==> config.mk <==
export PLATFORM = sky130hd
export DESIGN_NAME = mdu_hilo
export DESIGN_NICKNAME = d
export VERILOG_FILES = /design/src/rtl/mdu_hilo.sv
export SDC_FILE = /design/constraint.sdc
export NUM_CORES = 2
export LEC_CHECK = 0
export BUFFER_PORTS_ARGS = -buffer_cell sky130_fd_sc_hd__buf_2
export CAP_MARGIN = 0
export CORE_MARGIN = 2
export CORE_UTILIZATION = 34
export CTS_CLUSTER_DIAMETER = 60
export DETAILED_ROUTE_END_ITERATION = 7
export PLACE_DENSITY_LB_ADDON = 0.05
export SETUP_SLACK_MARGIN = 0.4
export SLEW_MARGIN = 20
export SYNTH_ARGS = -nofsm -noshare
export SYNTH_HDL_FRONTEND = slang
export SYNTH_SLANG_ARGS = --single-unit
==> constraint.sdc <==
create_clock -name clk -period 12.2 [get_ports clk]
set_clock_uncertainty 0.2 [all_clocks]
set_input_delay 3.66 -clock clk [delete_from_list [all_inputs] [get_ports clk]]
set_output_delay 3.66 -clock clk [all_outputs]
set_load 0.02 [all_outputs]
==> src/rtl/mdu_hilo.sv <==
// mdu_hilo: multi-cycle multiply/divide unit with its own HI/LO register pair.
// Multiplies take MUL_LAT edges after acceptance. Divides take WIDTH+1 edges
// after acceptance: WIDTH restoring radix-2 steps, then one sign fix-up edge.
// busy stalls the pipeline. cancel aborts an op in flight without touching hi/lo.
module mdu_hilo #(
    parameter int WIDTH   = 32,
    parameter int MUL_LAT = 2
) (
    input  logic             clk,
    input  logic             rst,
    input  logic             start,
    input  logic [2:0]       op,
    input  logic [WIDTH-1:0] srca,
    input  logic [WIDTH-1:0] srcb,
    input  logic             cancel,
    output logic             busy,
    output logic             done,
    output logic [WIDTH-1:0] hi,
    output logic [WIDTH-1:0] lo
);

    localparam logic [2:0] OP_MULT  = 3'b000;
    localparam logic [2:0] OP_MULTU = 3'b001;
    localparam logic [2:0] OP_DIV   = 3'b010;
    localparam logic [2:0] OP_DIVU  = 3'b011;
    localparam logic [2:0] OP_MTHI  = 3'b100;
    localparam logic [2:0] OP_MTLO  = 3'b101;

    // The counter counts multiply edges or divide steps, whichever is larger.
    localparam int CNT_MAX = (WIDTH > MUL_LAT) ? WIDTH : MUL_LAT;
    localparam int CW      = $clog2(CNT_MAX + 1);
    localparam logic [CW-1:0] MUL_LAST = CW'(MUL_LAT - 1);
    localparam logic [CW-1:0] DIV_LAST = CW'(WIDTH);

    typedef enum logic [1:0] {
        IDLE = 2'd0,
        MUL  = 2'd1,
        DIV  = 2'd2
    } state_t;

    state_t            state_reg;
    logic [CW-1:0]     cnt_reg;
    logic              busy_reg;
    logic              done_reg;
    logic [WIDTH-1:0]  hi_reg;
    logic [WIDTH-1:0]  lo_reg;

    // Shared operand registers. For a multiply they hold the multiplicand and
    // the multiplier. For a divide, opa_reg is the dividend shifter that turns
    // into the quotient, and opb_reg holds |divisor|.
    logic [WIDTH-1:0]  opa_reg;
    logic [WIDTH-1:0]  opb_reg;
    logic [WIDTH-1:0]  rem_reg;
    logic [WIDTH-1:0]  raw_dvd_reg;   // unmodified dividend, returned on divide by zero
    logic              mul_signed_reg;
    logic              div_zero_reg;
    logic              neg_quo_reg;
    logic              neg_rem_reg;

    // Absolute values of the incoming operands, used only by signed DIV.
    logic              a_neg;
    logic              b_neg;
    logic [WIDTH-1:0]  abs_a;
    logic [WIDTH-1:0]  abs_b;

    assign a_neg = (op == OP_DIV) && srca[WIDTH-1];
    assign b_neg = (op == OP_DIV) && srcb[WIDTH-1];
    assign abs_a = a_neg ? (~srca + 1'b1) : srca;
    assign abs_b = b_neg ? (~srcb + 1'b1) : srcb;

    // Full-width product. Sign- or zero-extending both operands to 2*WIDTH
    // gives the correct low 2*WIDTH bits for both MULT and MULTU.
    logic [2*WIDTH-1:0] ext_a;
    logic [2*WIDTH-1:0] ext_b;
    logic [2*WIDTH-1:0] product;

    assign ext_a   = {{WIDTH{mul_signed_reg & opa_reg[WIDTH-1]}}, opa_reg};
    assign ext_b   = {{WIDTH{mul_signed_reg & opb_reg[WIDTH-1]}}, opb_reg};
    assign product = ext_a * ext_b;

    // One restoring-division step. The partial remainder is always below the
    // divisor, so a successful trial fits back into WIDTH bits.
    logic [WIDTH:0]    shifted;
    logic [WIDTH:0]    trial;
    logic              trial_ok;

    assign shifted  = {rem_reg, opa_reg[WIDTH-1]};
    assign trial    = shifted - {1'b0, opb_reg};
    assign trial_ok = ~trial[WIDTH];

    // Sign fix-up applied on the final divide edge.
    logic [WIDTH-1:0]  quo_fixed;
    logic [WIDTH-1:0]  rem_fixed;

    assign quo_fixed = neg_quo_reg ? (~opa_reg + 1'b1) : opa_reg;
    assign rem_fixed = neg_rem_reg ? (~rem_reg + 1'b1) : rem_reg;

    // Control FSM and datapath. done is a one-edge pulse that is cleared by default.
    always_ff @(posedge clk) begin
        if (!rst) begin
            state_reg      <= IDLE;
            cnt_reg        <= '0;
            busy_reg       <= 1'b0;
            done_reg       <= 1'b0;
            hi_reg         <= '0;
            lo_reg         <= '0;
            opa_reg        <= '0;
            opb_reg        <= '0;
            rem_reg        <= '0;
            raw_dvd_reg    <= '0;
            mul_signed_reg <= 1'b0;
            div_zero_reg   <= 1'b0;
            neg_quo_reg    <= 1'b0;
            neg_rem_reg    <= 1'b0;
        end else begin
            done_reg <= 1'b0;
            case (state_reg)
                IDLE: begin
                    // If cancel arrives together with start, cancel wins.
                    if (start && !cancel) begin
                        case (op)
                            OP_MULT, OP_MULTU: begin
                                opa_reg        <= srca;
                                opb_reg        <= srcb;
                                mul_signed_reg <= (op == OP_MULT);
                                cnt_reg        <= '0;
                                busy_reg       <= 1'b1;
                                state_reg      <= MUL;
                            end
                            OP_DIV, OP_DIVU: begin
                                opa_reg      <= abs_a;
                                opb_reg      <= abs_b;
                                rem_reg      <= '0;
                                raw_dvd_reg  <= srca;
                                div_zero_reg <= (srcb == '0);
                                neg_quo_reg  <= a_neg ^ b_neg;
                                neg_rem_reg  <= a_neg;
                                cnt_reg      <= '0;
                                busy_reg     <= 1'b1;
                                state_reg    <= DIV;
                            end
                            OP_MTHI: hi_reg <= srca;
                            OP_MTLO: lo_reg <= srca;
                            default: ;
                        endcase
                    end
                end
                MUL: begin
                    if (cancel) begin
                        busy_reg  <= 1'b0;
                        state_reg <= IDLE;
                    end else if (cnt_reg == MUL_LAST) begin
                        hi_reg    <= product[2*WIDTH-1:WIDTH];
                        lo_reg    <= product[WIDTH-1:0];
                        done_reg  <= 1'b1;
                        busy_reg  <= 1'b0;
                        state_reg <= IDLE;
                    end else begin
                        cnt_reg <= cnt_reg + 1'b1;
                    end
                end
                DIV: begin
                    if (cancel) begin
                        busy_reg  <= 1'b0;
                        state_reg <= IDLE;
                    end else if (cnt_reg == DIV_LAST) begin
                        // Divide by zero runs the full latency, then reports
                        // an all-ones quotient and the original dividend.
                        if (div_zero_reg) begin
                            lo_reg <= '1;
                            hi_reg <= raw_dvd_reg;
                        end else begin
                            lo_reg <= quo_fixed;
                            hi_reg <= rem_fixed;
                        end
                        done_reg  <= 1'b1;
                        busy_reg  <= 1'b0;
                        state_reg <= IDLE;
                    end else begin
                        rem_reg <= trial_ok ? trial[WIDTH-1:0] : shifted[WIDTH-1:0];
                        opa_reg <= {opa_reg[WIDTH-2:0], trial_ok};
                        cnt_reg <= cnt_reg + 1'b1;
                    end
                end
                default: begin
                    busy_reg  <= 1'b0;
                    state_reg <= IDLE;
                end
            endcase
        end
    end

    assign busy = busy_reg;
    assign done = done_reg;
    assign hi   = hi_reg;
    assign lo   = lo_reg;

endmodule
# After elaboration in Yosys (flattened, before gate mapping)
# Index checks and enable logic that the tools add are counted.
dict set report word_totals {
  out_inout_bits 66
  ff_bits 206
  in_bits 71
  latch_bits 0
  wordCells 133
  ramBits 0
  rom_bits 0
  mem_count 0
}
dict set report op_classes {
  reduce_logical 23
  order_cmp 0
  addsub 6
  n_div 0
  n_shift 0
  n_mul 1
  muxes 58
  n_eq_ne 23
  bitwise_logic 8
}
# op n
set ops {}
lappend ops {{2-to-1 mux 32 bit} 26}
lappend ops {{one-hot mux 32 bit (2 select lines)} 4}
lappend ops {{one-hot mux 32 bit (3 select lines)} 2}
lappend ops {{adder 32 x 1 -> 32 bit (second input constant)} 4}
lappend ops {{NOT 32 bit} 4}
lappend ops {{multiplier 33 x 33 -> 64 bit} 1}
lappend ops {{2-to-1 mux 6 bit} 6}
lappend ops {{subtractor 33 x 32 -> 33 bit} 1}
lappend ops {{zero test 32 bit} 1}
lappend ops {{AND reduction 7 bit} 3}
lappend ops {{one-hot mux 6 bit (3 select lines)} 1}
lappend ops {{!= test 2 bit (second input constant)} 8}
lappend ops {{2-to-1 mux 1 bit} 10}
lappend ops {{2-to-1 mux 2 bit} 5}
lappend ops {{AND reduction 5 bit} 2}
lappend ops {{AND reduction 3 bit} 3}
lappend ops {{AND reduction 4 bit} 2}
lappend ops {{adder 6 x 1 -> 6 bit (second input constant)} 1}
lappend ops {{== test 3 x 2 -> 1 bit (second input constant)} 2}
lappend ops {{== test 3 bit (second input constant)} 2}
lappend ops {{== test 6 x 1 -> 1 bit (second input constant)} 1}
lappend ops {{== test 6 bit (second input constant)} 1}
lappend ops {{!= test 2 x 1 -> 1 bit (second input constant)} 3}
lappend ops {{!= test 3 bit (second input constant)} 2}
lappend ops {{other kinds (19)} 24}

# Longest topological paths before layout
dict set report depth {
  word_depth 7
  ltp_mapped 32
  ltp_nobuf 29
}

# Least setup slack after synthesis
# No wires, ideal clock.
dict set report synth_timing {
  path_kind {register to register}
  startpoint {reg opa_reg[31]}
  endpoint {reg hi_reg[31] (netlist: hi[31])}
  setup_slack_ns 3.968
  setup_ns 0.134
  synth_period_minus_slack_ns 8.232
  required_time_ns 11.866
  n_path_buf 2
  stages_incl_launch_ff 30
  arrival_ns 7.898
  cell_sequence {dfxtp_1 > and2_1 > clkbuf_1 > nand2_1 > inv_1 > fa_1 > inv_1 > fa_1 > inv_1 > fa_1 > inv_1 > fa_1 > fa_1 > fa_1 > fa_1 > fa_1 > inv_1 > ha_1 > clkbuf_1 > a21o_1 > a21o_1 > a21oi_1 > nor2b_1 > o21a_1 > o21ai_0 > nand2b_1 > a21oi_1 > nor2_1 > a2111oi_0 > a21oi_1}
}
dict set report synth_via {
  elab_chain_cells 5
}
# element line_no
set synth_lines {}
lappend synth_lines {{from (decl)} 51} ;# logic [WIDTH-1:0] opa_reg;
lappend synth_lines {{from (signal assigned)} 123} ;# opa_reg <= srca;
lappend synth_lines {{from (signal assigned)} 131} ;# opa_reg <= abs_a;
lappend synth_lines {{from (signal assigned)} 181} ;# opa_reg <= {opa_reg[WIDTH-2:0], trial_ok};
lappend synth_lines {{bitwise AND 1 bit} 77} ;# assign ext_a = {{WIDTH{mul_signed_reg & opa_reg[WIDTH-1]}}, opa_reg};
lappend synth_lines {{multiplier 33 x 33 -> 64 bit *} 79} ;# assign product = ext_a * ext_b;
lappend synth_lines {{2-to-1 mux 32 bit *} 152} ;# end else if (cnt_reg == MUL_LAST) begin
lappend synth_lines {{2-to-1 mux 32 bit *} 149} ;# if (cancel) begin
lappend synth_lines {{one-hot mux 32 bit (3 select lines) *} 117} ;# case (state_reg)
lappend synth_lines {{to (signal assigned)} 142} ;# OP_MTHI: hi_reg <= srca;
lappend synth_lines {{to (signal assigned)} 153} ;# hi_reg <= product[2*WIDTH-1:WIDTH];
lappend synth_lines {{to (signal assigned)} 171} ;# hi_reg <= raw_dvd_reg;
lappend synth_lines {{to (decl)} 45} ;# logic [WIDTH-1:0] hi_reg;
# Mark *: on every way between the ends. The rest lies on a longest branch, timed or not. The select of a mux whose other input is x is not followed.
# A chain may end at the register's enable or synchronous reset.

# Worst setup path after layout
# Same ends and word-level chain as after synthesis.

==> flow_summary.yaml <==
setup_path:
  cp_max_fo: 21
  worst-path-buf-inv: 5
  critPathCaptureType: "flip-flop"
  crit_top_cell: "fa_1"
  cpMaxStageDelayCell: "and2_1"
  cpPeakStageDelay_ns: 0.77
  worstPathArrival_ns: 9.94
  critPathLaunchType: "flip-flop"
  critPathKind: "reg -> reg"
  cpLargestDelayFamily: "adder cells"
  crit_required_ns: 12.46
worst_hold_path:
  hp-class: "reg -> reg"
route:
  postRouteWirelength_um: 203000
  viasPerCell: 5.12
  num_vias: 40958
  firstDrtPassIters: 5
  drc: 0
  final_antenna_net_count: 0
  drtIter0Drc: 2810
  drt-wirelength-per-cell_um: 25.3
sta:
  hold_viol: 0
  min_period_ns: 9.68
  setup_viol: 0
  slew_headroom: 0.273
  report.final.slew_viol_count: 0
  fin_crit_sh: 0.793
  clock.fmax_ghz: 0.103
  worst_slack_ns: 2.52
  grt_setup_unrepaired: "no"
  worstMarginPinSlew_ns: 1.09
  finalSetupTns_ns: 0
layout:
  area_growth_pct: 7.49
  final_area_mm2: 0.0554
  drive_above_1_share: 0.0634
  fin_nets: 7408
cts:
  cts_buffers: 36
  cts_resized: 0
  htree_levels: 2
  clock-sinks: 206
  clockRootBuffer: "clkbuf_16"
  clk_latency_ns: 0.60
  cts_tree: "done"
  cts_setup_buffers: 0
  clk_pin_slew_worst_paths_ns: 0.06
  clk_path_buf_depth: 3
  hold_buffers: 0
yosys:
  synth_seq_cells: 206
  synthArstFlopShare: 0
  synth_top_area_frac: 0.437
  synth_fp_nets: 7523
  ys_types: 73
  synthTopCellsByCount: "inv_1, fa_1, nand2_1"
  yosysMostFrequentCell: "inv_1"
  synth_edf_count: 0
  synthTopCellsByArea: "fa_1, inv_1, dfxtp_1"
  synth_ff_type: "dfxtp_1"
  ys_seq_area_frac: 0.0800
  yosysWarnings: 0
  synth_top_area_cell: "fa_1"
  synthesis.instances: 6070
  synth_area_mm2: 0.0516
  synth_area_per_cell_um2: 8.49
place:
  io_buffers: 136
  dpl.hpwl_um: 160000
  placed_cell_area_mm2: 0.0542
  place_congestion: 0.872
  place_ws_ns: 2.58
global_routing:
  grt_usage: 0.264
  antenna_found_initial: 15
  grt_pass1_wl_um: 302000
  grt_pass1_vias: 43519
  grt_max_degree: 80
  gr-total-overflow: 0
power:
  p_seq_frac: 0.234
  switchingPower_mw: 1.74
  ir_drop_mv: 0.0841
  power_leakage_nw: 26.0
  clkPwrFrac: 0.308
  pwr-share-comb: 0.458
  power_density_mw_per_mm2: 65.2
  swShare: 0.482
  intPower_mw: 1.87
floorplan:
  io-pin-count: 137
  die_y_um: 393
  rows: 142
  die_x_um: 393
  die_area_mm2: 0.155
  start_util: 0.343
  core_area_mm2: 0.150
run:
  maxCapViolCount: 0
status:
  outcome: "completed"
==> worst reg2reg max path, cell delays in order, from the launching register on <==
cell and delay [ns]:
dfxtp_2 0.65, and2_1 0.80, nand2_1 0.21, inv_1 0.17, fa_1 0.51, fa_1 0.64, fa_1 0.51, inv_1 0.44
fa_1 0.50, inv_1 0.09, fa_1 0.44, fa_1 0.51, fa_1 0.50, inv_1 0.05, fa_1 0.47, inv_1 0.04
ha_1 0.42, nand2_1 0.12, nor2_1 0.14, nand2_1 0.07, o211a_1 0.24, o41ai_1 0.07, o21ai_1 0.27, o31ai_1 0.49
a31oi_1 0.31, or3_1 0.42, a31oi_1 0.18, a21oi_1 0.08
==> layout by cell type, fill, tap and decap left out, types with 64 or more instances in the layout <==
cell type     n
inv_1      1191
fa_1       1126
nand2_1    1086
and2_1      308
ha_1        253
o21ai_0     197
nor2_1      183
a21oi_1     181
dfxtp_1     174
buf_2       135
xnor2_1     121
buf_4       105
xor2_1       95
a21boi_0     72
nand3_1      64
==> power groups by stage <==
stage	combinational, mW	clock [mW]	sequential [mW]
finish	1.66	1.11	0.846
global route	1.80	1.16	0.851
CTS	1.67	1.14	0.848
detailed placement	1.66	0	0.862
global placement	1.66	0	0.862
floorplan	1.01	0	0.770
==> layout make-up <==
| class | count | area (um^2) |
|---|---|---|
| clock buffers | 41 | 950 |
| inverters | 1194 | 4480 |
| clock inverters | 24 | 295 |
| fillers | 15768 | 94700 |
| well taps | 2016 | 2520 |
| multi-input cells | 4277 | 41500 |
| repair buffers | 240 | 1460 |
| diodes | 5 | 12.5 |
| flip-flops and latches | 206 | 4160 |
==> cell families after synthesis <==
| kind of cell | after synthesis | synth area share |
|---|---|---|
| AO/OA/AOI/OAI | 780 | 0.0997 |
| XOR/XNOR | 217 | 0.0369 |
| adder cells (fa/ha/maj) | 1382 | 0.499 |
| buffers and inverters | 1587 | 0.116 |
| flip-flops | 206 | 0.0800 |
| multiplexers | 12 | 0.00238 |
| AND/OR/NAND/NOR | 1886 | 0.166 |
==> path summary, 6_finish.rpt <==
check,from,endpoint,slack [ns],depth (start not counted)
worst min-delay path,raw_dvd_reg[28],raw_dvd_reg[28],0.26,2
worst min register to register,raw_dvd_reg[28],raw_dvd_reg[28],0.26,2
worst max-delay path,opa_reg[31],hi[31],2.52,27
worst max register to register,opa_reg[31],hi[31],2.52,27
==> metrics by stage <==
stage               std cells  utilization  hold WS [ns]  power [mW]
CTS                      7998        0.369         0.266        3.65
floorplan                6070            -         0.244        1.78
global placement         7933        0.361         0.242        2.52
global route             7999        0.369         0.283        3.81
detailed placement       7933        0.361         0.258        2.52
finish                   8003        0.369         0.265        3.62
==> per-layer routing <==
layer / share of wire / vias to the layer above / global-route usage / routed length (um)
met5: 0 / - / 0 / 0
met4: 0.027 / 0 / 0.0641 / 5530
met3: 0.043 / 194 / 0.0266 / 8800
met2: 0.49 / 948 / 0.453 / 99300
met1: 0.44 / 21624 / 0.357 / 89000
li1: - / 18192 / - / -
Power figures use the tool's default switching activity.
